--- config.mk ---
export PLATFORM = sky130hd
export DESIGN_NAME = lfsr_rng_arbiter
export DESIGN_NICKNAME = d
export VERILOG_FILES = /design/src/rtl/lfsr_rng_pkg.sv /design/src/rtl/lfsr_core.sv /design/src/rtl/lfsr_rng_arbiter.sv
export SDC_FILE = /design/constraint.sdc
export NUM_CORES = 1
export LEC_CHECK = 0
export CORE_MARGIN = 5
export CORE_UTILIZATION = 50
export DETAILED_ROUTE_END_ITERATION = 12
export PLACE_DENSITY = 0.73
export SETUP_SLACK_MARGIN = 0.02
export SLEW_MARGIN = 20
export SYNTH_ARGS = -nofsm -noshare
export SYNTH_HDL_FRONTEND = slang
export SYNTH_SLANG_ARGS = --single-unit
--- constraint.sdc ---
create_clock -name clk -period 1.9 [get_ports clk]
set_input_delay 0.38 -clock clk [delete_from_list [all_inputs] [get_ports clk]]
set_output_delay 0.38 -clock clk [all_outputs]
set_load 0.005 [all_outputs]
--- src/rtl/lfsr_rng_pkg.sv ---
`default_nettype none
// ============================================================================
// Module   : lfsr_rng_pkg
// Purpose  : Shared types and helpers for the LFSR random-word arbiter.
//            - state_t : arbiter FSM states (IDLE, COLLECT, DELIVER)
//            - rr_pick : round-robin search for the next requester
//            - rr_inc  : pointer increment with wrap
// Revision : 1.0 - initial release
// ============================================================================
package lfsr_rng_pkg;

  typedef enum logic [1:0] {
    IDLE    = 2'd0,
    COLLECT = 2'd1,
    DELIVER = 2'd2
  } state_t;

  // Requesters are carried in an 8-bit vector (upper bits zero) so the
  // helper does not depend on the instantiating module's NUM_REQ.
  localparam int c_MAX_REQ = 8;

  // First set bit of req[n-1:0], searching from ptr upward with wrap.
  // Returns ptr when no bit is set (caller only uses it when req != 0).
  function automatic logic [2:0] rr_pick(input logic [7:0] req,
                                         input logic [2:0] ptr,
                                         input int         n);
    logic [2:0] pick;
    logic       found;
    int         idx;
    pick  = ptr;
    found = 1'b0;
    for (int i = 0; i < c_MAX_REQ; i++) begin
      idx = (int'(ptr) + i) % n;
      if (i < n && !found && req[idx[2:0]]) begin
        pick  = idx[2:0];
        found = 1'b1;
      end
    end
    return pick;
  endfunction

  function automatic logic [2:0] rr_inc(input logic [2:0] ptr, input int n);
    int nxt;
    nxt = (int'(ptr) + 1) % n;
    return nxt[2:0];
  endfunction

endpackage
`default_nettype wire

--- src/rtl/lfsr_core.sv ---
`default_nettype none
// ============================================================================
// Module   : lfsr_core
// Purpose  : Free-running Fibonacci LFSR with lock-up guard and optional load.
// Ports    : clk        - system clock
//            rst_n      - asynchronous active-low reset (sr <= SEED)
//            load       - load sr from load_value this edge
//            load_value - value to load; zero maps to SEED
//            sr         - current shift register state
//            rand_bit   - output bit, sr[NUM_BITS-1] of the current state
// Revision : 1.0 - initial release
// ============================================================================
module lfsr_core #(
  parameter int                  NUM_BITS = 5,
  parameter logic [NUM_BITS-1:0] TAPS     = 5'h12,
  parameter logic [NUM_BITS-1:0] SEED     = 5'd1
) (
  input  logic                clk,
  input  logic                rst_n,
  input  logic                load,
  input  logic [NUM_BITS-1:0] load_value,
  output logic [NUM_BITS-1:0] sr,
  output logic                rand_bit
);

  logic [NUM_BITS-1:0] r_sr;
  logic                w_fb;

  assign w_fb     = ^(r_sr & TAPS);
  assign sr       = r_sr;
  assign rand_bit = r_sr[NUM_BITS-1];

  // The all-zero state is a fixed point of the XOR feedback, so it is
  // escaped by reloading SEED on the edge that sees it.
  always_ff @(posedge clk or negedge rst_n) begin
    if (!rst_n) begin
      r_sr <= SEED;
    end else if (load) begin
      r_sr <= (load_value == '0) ? SEED : load_value;
    end else if (r_sr == '0) begin
      r_sr <= SEED;
    end else begin
      r_sr <= {r_sr[NUM_BITS-2:0], w_fb};
    end
  end

endmodule
`default_nettype wire

--- src/rtl/lfsr_rng_arbiter.sv ---
`default_nettype none
// ============================================================================
// Module   : lfsr_rng_arbiter
// Purpose  : Shares one LFSR bit stream among NUM_REQ requesters. A
//            round-robin arbiter grants one requester, WORD_BITS successive
//            LFSR bits are shifted into a word (first bit ends in the MSB),
//            and the word is returned with a one-cycle strobe.
// Ports    : clk          - system clock
//            rst_n        - asynchronous active-low reset
//            req          - level request per requester
//            reseed_valid - (LFSR_RNG_RESEED_EN only) reseed strobe, IDLE only
//            reseed_value - (LFSR_RNG_RESEED_EN only) new LFSR state, 0 = SEED
//            rsp_valid    - one-hot response strobe to the granted requester
//            rsp_data     - random word, holds last value outside DELIVER
//            busy         - high in COLLECT and DELIVER
// Macro    : LFSR_RNG_RESEED_EN enables the reseed ports.
// Revision : 1.0 - initial release
// ============================================================================
module lfsr_rng_arbiter
  import lfsr_rng_pkg::*;
#(
  parameter int                  NUM_BITS  = 5,
  parameter logic [NUM_BITS-1:0] TAPS      = 5'h12,
  parameter logic [NUM_BITS-1:0] SEED      = 5'd1,
  parameter int                  NUM_REQ   = 4,
  parameter int                  WORD_BITS = 4
) (
  input  logic                 clk,
  input  logic                 rst_n,
  input  logic [NUM_REQ-1:0]   req,
`ifdef LFSR_RNG_RESEED_EN
  input  logic                 reseed_valid,
  input  logic [NUM_BITS-1:0]  reseed_value,
`endif
  output logic [NUM_REQ-1:0]   rsp_valid,
  output logic [WORD_BITS-1:0] rsp_data,
  output logic                 busy
);

  localparam int                 c_CNT_W = $clog2(WORD_BITS + 1);
  localparam logic [c_CNT_W-1:0] c_LAST  = c_CNT_W'(WORD_BITS - 1);

  state_t               r_state;
  logic [2:0]           r_rr_ptr;
  logic [2:0]           r_grant;
  logic [c_CNT_W-1:0]   r_cnt;
  logic [WORD_BITS-1:0] r_acc;
  logic [NUM_REQ-1:0]   r_rsp_valid;
  logic [WORD_BITS-1:0] r_rsp_data;
  logic                 r_busy;

  logic                 w_rand_bit;
  logic [NUM_BITS-1:0]  w_sr;
  logic                 w_load;
  logic [NUM_BITS-1:0]  w_load_value;
  logic [7:0]           w_req8;
  logic [2:0]           w_pick;
  logic [NUM_REQ-1:0]   w_grant_oh;
  logic                 w_req_grant;
  logic [WORD_BITS-1:0] w_acc_next;

`ifdef LFSR_RNG_RESEED_EN
  // Reseed only acts while idle; it also suppresses the grant that cycle.
  assign w_load       = (r_state == IDLE) && reseed_valid;
  assign w_load_value = reseed_value;
`else
  assign w_load       = 1'b0;
  assign w_load_value = SEED;
`endif

  lfsr_core #(
    .NUM_BITS (NUM_BITS),
    .TAPS     (TAPS),
    .SEED     (SEED)
  ) u_core (
    .clk        (clk),
    .rst_n      (rst_n),
    .load       (w_load),
    .load_value (w_load_value),
    .sr         (w_sr),
    .rand_bit   (w_rand_bit)
  );

  always_comb begin
    w_req8              = '0;
    w_req8[NUM_REQ-1:0] = req;
  end

  assign w_pick = rr_pick(w_req8, r_rr_ptr, NUM_REQ);

  // One-hot of the latched grant, built by compare to avoid a dynamic
  // index whose width differs from the requester vector.
  always_comb begin
    w_grant_oh = '0;
    for (int i = 0; i < NUM_REQ; i++) begin
      w_grant_oh[i] = (r_grant == 3'(i));
    end
  end

  assign w_req_grant = |(req & w_grant_oh);

  generate
    if (WORD_BITS > 1) begin : g_acc_wide
      assign w_acc_next = {r_acc[WORD_BITS-2:0], w_rand_bit};
    end else begin : g_acc_one
      assign w_acc_next = w_rand_bit;
    end
  endgenerate

  always_ff @(posedge clk or negedge rst_n) begin
    if (!rst_n) begin
      r_state     <= IDLE;
      r_rr_ptr    <= '0;
      r_grant     <= '0;
      r_cnt       <= '0;
      r_acc       <= '0;
      r_rsp_valid <= '0;
      r_rsp_data  <= '0;
      r_busy      <= 1'b0;
    end else begin
      case (r_state)
        IDLE: begin
          if (!w_load && (|req)) begin
            r_grant <= w_pick;
            r_acc   <= '0;
            r_cnt   <= '0;
            r_busy  <= 1'b1;
            r_state <= COLLECT;
          end
        end

        COLLECT: begin
          if (!w_req_grant) begin
            // Requester withdrew: drop the partial word, move past it.
            r_rr_ptr <= rr_inc(r_grant, NUM_REQ);
            r_busy   <= 1'b0;
            r_state  <= IDLE;
          end else begin
            r_acc <= w_acc_next;
            r_cnt <= r_cnt + 1'b1;
            if (r_cnt == c_LAST) begin
              // Output registers load here so the strobe and word appear
              // together for the single DELIVER cycle.
              r_rsp_valid <= w_grant_oh;
              r_rsp_data  <= w_acc_next;
              r_state     <= DELIVER;
            end
          end
        end

        DELIVER: begin
          r_rsp_valid <= '0;
          r_rr_ptr    <= rr_inc(r_grant, NUM_REQ);
          r_busy      <= 1'b0;
          r_state     <= IDLE;
        end

        default: begin
          r_rsp_valid <= '0;
          r_busy      <= 1'b0;
          r_state     <= IDLE;
        end
      endcase
    end
  end

  assign rsp_valid = r_rsp_valid;
  assign rsp_data  = r_rsp_data;
  assign busy      = r_busy;

endmodule
`default_nettype wire
---- After elaboration in Yosys (flattened, before gate mapping) ----
Index checks and enable logic that the tools add are counted.
storage, ports and cells
  register bits after elaboration ......... 28
  input port bits ......................... 6
  output and inout port bits .............. 9
  logic and storage cells ................. 94
operators by class
  $add $sub $neg .......................... 5
  $lt $le $gt $ge ......................... 4
  equality and inequality tests ........... 11
  muxes and demuxes ....................... 34
  bitwise operators ....................... 6
  reductions and logical operators ........ 25
operators with widths
  kind                 number
  $mux 3               9
  $pmux 3 s2           3
  $lt 3x4->1 const B   3
  $bmux 1 s3           3
  $eq 3x2->1 const B   3
  $mux 1               9
  $reduce_and 3->1     3
  $mux 4               2
  $ne 2x2->1 const B   4
  $pmux 4 s2           1
  $reduce_and 2->1     4
  $reduce_or 2->1      4
  $reduce_or 4->1      2
  $mux 2               3
  $logic_not 5->1      1
  $mux 5               1
  $reduce_xor 5->1     1
  $add 2x1->2 const B  2
  $add 2x2->2 const B  2
  $and 1x1->1 const A  4
  $and 4x4->4          1
  $lt 2x4->1 const B   1
  $pmux 2 s2           1
  $reduce_bool 2->1    2
  12 further kinds     16

---- Depth between registers and ports, before layout ----
Gate-level depths: netlist of run 1.
  word-level depth ........................ 13
  mapped depth ............................ 7
  depth with buffers taken out ............ 6

---- Modules after synthesis ----
From an unflattened synthesis of run 1, not the netlist that was laid out.
unflattened totals
  cells, all modules ...................... 140
  area, all modules ....................... 1,483.9 um^2
by module, submodules not included
  module            instances  cells each  area each (um^2)  seq. area each (um^2)
  lfsr_rng_arbiter  1          124         1,272.5           525.5
  lfsr_core         1          16          211.5             126.4

---- Worst setup path after synthesis of run 1 ----
No wires, ideal clock.
  kind .................................... reg-to-reg
  start point ............................. register r_grant[0]
  end point ............................... register r_rsp_data[0] (netlist: rsp_data[0])
  setup time .............................. 128 ps
  arrival ................................. 1,568 ps
  data required time ...................... 1,772 ps
  slack ................................... 204 ps
  cell stages (with the launch flop) ...... 7
  path buffers ............................ 0
  clock period less this slack ............ 1,696 ps
  cells stage by stage .................... dfrtp_1 inv_1 ha_1 a22oi_2 a211o_1 nor2_8 mux2_1
on the way
  cells in the longest elaborated chain, start to end .. 4
  elaborated cells between the ends (all ways) .. 7
  classes of those cells .................. eq/ne (3); bitwise (1); reduce/logical (3)
RTL lines
  item                                   RTL line                 source
  start: declaration                     lfsr_rng_arbiter.sv:45   logic [2:0] r_grant;
  start signal: assignment               lfsr_rng_arbiter.sv:124  r_grant <= w_pick;
  $eq 3x1->1 (tied with other cells)     lfsr_rng_arbiter.sv:96   w_grant_oh[i] = (r_grant == 3'(i));
  $and 4x4->4 (*)                        lfsr_rng_arbiter.sv:100  assign w_req_grant = |(req & w_grant_oh);
  $reduce_or 4->1 (*)                    lfsr_rng_arbiter.sv:100
  $reduce_and 3->1 (no source line) (*)  n/a
  end signal: assignment                 lfsr_rng_arbiter.sv:145  r_rsp_data <= w_acc_next;
  end: declaration                       lfsr_rng_arbiter.sv:49   logic [WORD_BITS-1:0] r_rsp_data;
Mark *: on every way between the ends. The rest lies on a longest branch, timed or not.
A chain may end at the register's enable or synchronous reset.

---- Final worst setup path of run 1 ----
  start point ............................. register r_grant[0]
  end point ............................... register r_rsp_data[2] (netlist: rsp_data[2])
Same word-level chain as after synthesis.

==> impl_metrics.toml, run 1 <==
[drt]
dr.pass1.iters = 4
vias = 863
drc = 0
totalWireLength_um = 2235
routed_via_density = 5.294
drt_iter0_drc = 23
wl_per_cell_um = 13.71
antenna_left = 0

[power]
power_density_nw_per_um2 = 1376
totalPowerFinal_mw = 2.078
p_sw_share_pct = 31.77
p_int_mw = 1.418
power.leakage_nw = 0.6859
pwr-share-seq_pct = 40.5
irDropWorstVdd_mv = 0.9066
p_comb_share_pct = 41.8
pwr-share-clk_pct = 17.7
p_switching_uw = 660.2

[timing]
period_needed_ps = 1810
setup_ws_ps = 90.30
period_share_pct = 95.25
hold_viol_final = 0
slew_headroom_pct = 76.82
clock_skew_ps = 8.400
drv_slew = 0
tightest_slew_ps = 347.7
max_freq_ghz = 0.5526
report.final.setup_viol = 0
rsz0062_at_grt = "no"

[worst_setup_path]
start_kind = "flip-flop"
crit_required_ps = 2110
path_delay_family = "compound AO/OA/AOI/OAI gates"
slowest_stage = "dfrtp_2"
end_kind = "flip-flop"
crit_type = "reg2reg"
cp_max_fo = 6
slowest_delay_ps = 460
crit_arrival_ps = 2020
path_cells = "inv_1, ha_1, a22oi_2, a211o_1, nor2_8, mux2_1"
crit_buf_inv = 1

[clocking]
hold_buffers = 0
ctsHtreeMaxLevel = 1
clkTransAtPathRegs_ps = 140
cts_buffers = 3
cts.sinks = 26
cts-root-buf = "clkbuf_4"
clk_path_buf_depth = 2
cts_tree = "done"
clk_latency_ps = 320

[placed_design]
post_dp_cell_area_um2 = 1439
gp_congestion = 0.8490
dp_hpwl_um = 1632
io_buffers = 14
pre_cts_slack_ps = -182.5

[final_layout]
final_nets = 146
diodes = 0
drive_above_1_share_pct = 18.80
postLayoutCellArea_um2 = 1510
fin_util_pct = 62.67
nFillCells = 202
syn2layout_area_growth_pct = 23.42

[synthesis]
yosysWarnings = 0
avgSynthCellArea_um2 = 11.02
synthArstFlopShare_pct = 100.0
synthFlopType = "dfrtp_1"
synth.distinct_cells = 29
synth_edf_count = 0
synth_nets = 123
syn_inst = 111
ys_seq_area_share_pct = 53.27
ys_ff_latch = 26
netlist_area_um2 = 1224

[floorplanning]
start_util_pct = 50.78
die-area_um2 = 3537
std_cell_rows = 18
ios = 15
die_width_um = 59.47
core-area_um2 = 2410
die_height_um = 59.47

[job]
timing.max_cap.violations = 0

[status]
status = "complete, no violations"

[global_routing]
grt-ovfl-total = 0
grt_pass1_wl_um = 3795
grt_pass1_vias = 846
grt_max_degree = 27
grt_antenna_before_repair = 0
grtUsageTotal_pct = 14.39

[hold_path]
hp-class = "in2async"
[synthesized netlist by cell type, types with 2 or more instances]
| cell | n | area, um2 |
|---|---|---|
| nor2_1 | 3 | 11.26 |
| mux2i_1 | 3 | 30.03 |
| mux2_1 | 4 | 45.04 |
| a22oi_2 | 2 | 25.02 |
| nor3_1 | 2 | 10.01 |
| nand2_1 | 13 | 48.80 |
| buf_2 | 3 | 15.01 |
| nor2b_1 | 4 | 25.02 |
| a22o_1 | 4 | 35.03 |
| inv_1 | 9 | 33.78 |
| ha_1 | 6 | 75.07 |
| clkbuf_1 | 4 | 15.01 |
| a21oi_1 | 5 | 25.02 |
| o21ai_0 | 9 | 45.04 |
| dfrtp_1 | 25 | 625.6 |
| mux2_2 | 2 | 22.52 |
[metal layers]
metal  vias up  GRT usage [%]  share of wire (%)
li1        423              -                  -
met1       412          18.27                 44
met2        24          22.78                 50
met3         4          3.704                4.8
met4         0          6.796                1.3
met5         -              0                  0
[path summary, 6_finish.rpt]
path,start,slack [ps],endpoint,depth (start not counted)
min in group clk,u_core.sr[2]$_DFF_PN0_,400,u_core.sr[3]$_DFF_PN0_,0
worst min register to register,u_core.sr[2]$_DFF_PN0_,400,u_core.sr[3]$_DFF_PN0_,0
worst max-delay path,r_grant[0]$_DFFE_PN0P_,90,rsp_data[2]$_DFFE_PN0P_,6
worst max register to register,r_grant[0]$_DFFE_PN0P_,90,rsp_data[2]$_DFFE_PN0P_,6
worst min-delay path,rst_n,400,r_acc[0]$_DFFE_PN0P_,2
max in group asynchronous,rst_n,1210,u_core.sr[0]$_DFF_PN1_,2
[what timing repair did]
| action | in CTS | in global routing |
|---|---|---|
| setup buffers | 0 | 2 |
| gates resized for setup | 0 | 2 |
| setup endpoints to repair | 0 | 10 |
[area by class of cell]
class                      instances  area [um2]  area share [%]
sequential                        26       653.1           43.25
multi-input combinational         69       510.5           33.80
timing repair buffer              25       222.7           14.75
tap                               30       37.54           2.485
inverter                           9       33.78           2.237
clock inverter                     1       30.03           1.988
clock buffer                       3       22.52           1.491
[power groups by stage]
stage	clock (mW)	sequential, mW	combinational (mW)
2_1_floorplan	0	0.829	0.497
3_3_place_gp	0	0.846	0.803
3_5_place_dp	0	0.853	0.833
4_1_cts	0.384	0.843	0.838
5_1_grt	0.412	0.868	0.961
6_report	0.368	0.842	0.868
[placed cells by master (no fill, tap or decap), types with 2 or more instances in the layout]
cell | netlist | routed
a21oi_1 | 5 | 5
a22o_1 | 4 | 4
a22oi_2 | 2 | 2
buf_4 | 0 | 11
clkbuf_4 | 0 | 3
clkdlybuf4s50_1 | 0 | 14
dfrtp_1 | 25 | 24
ha_1 | 6 | 6
inv_1 | 9 | 9
mux2_1 | 4 | 4
mux2_2 | 2 | 2
mux2i_1 | 3 | 3
nand2_1 | 13 | 13
nor2_1 | 3 | 3
nor2b_1 | 4 | 3
nor3_1 | 2 | 2
o21ai_0 | 9 | 9
[cells by family after synthesis]
kind of cell    synth area share [%]
mux                            9.202
buf+inv                        5.214
simple gates                   10.33
compound gates                 15.85
fa+ha+maj                      6.135
flops                          53.27
[state kept, by name, indices dropped and copies added (netlist names)]
signal and count:
r_acc 3, r_grant 2, r_state 2, rsp_data 4, r_cnt 3, u_core.sr 5, busy 1, rsp_valid 4
r_rr_ptr 2
[per-stage QoR]
step | TNS [ps] | std cells | hold WS [ps]
final | 0 | 163 | 401.2
after global routing | 0 | 163 | 407.7
after floorplan | 0 | 111 | 84.41
after detailed placement | -1325 | 157 | 368.2
after CTS | 0 | 161 | 401.9
after global placement | -1130 | 157 | 360.4
[worst register-to-register path, cell delays in order, from the launching register on]
cell,delay [ps]
dfrtp_2,460
inv_1,90
ha_1,190
a22oi_2,110
a211o_1,380
nor2_8,150
mux2_1,330
(Power assumes the default switching activity.)
==> run 2: changes to the inputs <==
- TNS_END_PERCENT: not set -> 20
==> results of run 2 <==
Same layout as run 1: the final DEF is identical, and so are final timing and power.
==> run 3: changes to the inputs <==
- GPL_TIMING_DRIVEN: not set -> 0
==> impl_metrics.toml, run 3 (synthesis results as in run 1) <==
[final_layout]
top_register = "u_core.sr"
largest_register_ffs = 5
drive_above_1_share_pct = 17.56
syn2layout_area_growth_pct = 19.33
nFillCells = 201
final_common_cell = "dfrtp_1"
seq_area_um2 = 653.1
diodes = 0
final_cell_mix = "dfrtp_1 (24), nand2_1 (13), clkdlybuf4s50_1 (12), inv_1 (9), o21ai_0 (9)"
multi_input_area_um2 = 521.8
final_nets = 144

[global_routing]
grt-ovfl-total = 0
grt_pass1_wl_um = 3857
busiest_layer = "met2"
gr-usage-met2_pct = 26.05
use_met3_pct = 2.179
grt_pass1_vias = 875
grt_antenna_before_repair = 0
use_met1_pct = 16.57
grt_max_degree = 27
grtUsageTotal_pct = 14.44

[drt]
wl_per_cell_um = 14.36
totalWireLength_um = 2312
routed_via_density = 5.528
dr.pass1.iters = 4
drt_iter0_drc = 7
vias = 890
drc = 0
antenna_left = 0

[power]
p_comb_share_pct = 41.9
p_int_mw = 1.273
power_density_nw_per_um2 = 1317
power.leakage_nw = 0.6517
p_switching_uw = 649.8
p_sw_share_pct = 33.80
pwr-share-clk_pct = 14.3
pwr-share-seq_pct = 43.8
irDropWorstVdd_mv = 0.8193
totalPowerFinal_mw = 1.923

[timing]
tns_ps = 0
drv_slew = 0
report.final.setup_viol = 0
slew_headroom_pct = 61.62
tightest_slew_ps = 575.6
whs_ps = 38.89
clock_skew_ps = 0.7728
period_share_pct = 96.73
hold_viol_final = 0
period_needed_ps = 1838
max_freq_ghz = 0.5441
rsz0062_at_grt = "yes"

[floorplanning]
die_width_um = 59.47
std_cell_rows = 18
die-area_um2 = 3537
start_util_pct = 50.78
core-area_um2 = 2410
die_height_um = 59.47
ios = 15

[worst_setup_path]
end_kind = "flip-flop"
cp-startpoint = "r_grant[0]$_DFFE_PN0P_"
cp_max_fo = 6
start_kind = "flip-flop"
reg2reg_from = "r_grant[0]$_DFFE_PN0P_"
crit_type = "reg2reg"
reg2reg_depth = 6
rrSetupSlack_ps = 60
crit_required_ps = 2110
crit_arrival_ps = 2050
r2r-end = "rsp_data[2]$_DFFE_PN0P_"

[clocking]
cts_buffers = 3
clkTransAtPathRegs_ps = 130
cts.sinks = 26
cts-root-buf = "clkbuf_4"
ctsHtreeMaxLevel = 1
clk_latency_ps = 320
cts_tree = "done"
hold_buffers = 0
clk_path_buf_depth = 2

[status]
status = "complete, no violations"

[job]
timing.max_cap.violations = 0

[placed_design]
io_buffers = 13
gp_congestion = 0.7840
dp_hpwl_um = 1683

[hold_path]
hp-class = "in2async"
[run 3: changes by cell type in the layout (fill, tap and decap cells not counted), sizes merged]
cell and change:
buf -4, clkdlybuf4s50 -2, bufinv -1, clkbuf +5
[run 3: timing repair]
action	CTS	global route
pin swaps	1	3
endpoints found under the setup margin	2	12
hold endpoints to repair	0	0
buffers inserted	0	3
resized for setup	0	4
[run 3: layout make-up]
type | count | area share (%)
clock buffer | 4 | 2.485
timing repair buffer | 16 | 10.11
buffer | 7 | 2.057
tap | 30 | 2.571
multi-input combinational | 69 | 35.73
sequential | 26 | 44.73
inverter | 9 | 2.314
[run 3: how the worst max path moves through the flow]
stage / cells after the start / slack, ps / endpoint
floorplan: 6 / 200 / rsp_data[0]$_DFFE_PN0P_
global placement: 5 / -230 / rsp_data[1]$_DFFE_PN0P_
detailed placement: 5 / -250 / rsp_data[2]$_DFFE_PN0P_
CTS: 6 / 50 / rsp_data[2]$_DFFE_PN0P_
global route: 7 / -30 / r_acc[1]$_DFFE_PN0P_
finish: 6 / 60 / rsp_data[2]$_DFFE_PN0P_
[run 3: worst max-delay path: stages (launching register included)]
cell     delay [ps]
dfrtp_2         450
inv_1            90
ha_2            190
a22oi_2          90
a211o_1         390
nor2_8          180
mux2_1          340
[run 3: through the flow]
step           cell area (um2)  worst slack (ps)  std cells  utilization (%)
2_1_floorplan             1224             204.4        111                -
3_3_place_gp              1391            -227.2        154            57.74
3_5_place_dp              1391            -252.4        154            57.74
4_1_cts                   1428             51.85        158            59.24
5_1_grt                   1460            -27.30        161            60.59
6_report                  1460             62.18        161            60.59
[run 3: layer usage]
layer / part of all wire (%) / up-vias
li1: - / 422
met4: 2.6 / 0
met1: 40 / 438
met2: 52 / 24
met5: 0 / -
met3: 4.8 / 6
[run 3: power by group through the flow]
stage	registers (mW)	clock network, mW	logic (mW)
2_1_floorplan	0.829	0	0.497
3_3_place_gp	0.843	0	0.739
3_5_place_dp	0.856	0	0.765
4_1_cts	0.844	0.284	0.771
5_1_grt	0.861	0.310	0.898
6_report	0.842	0.275	0.806
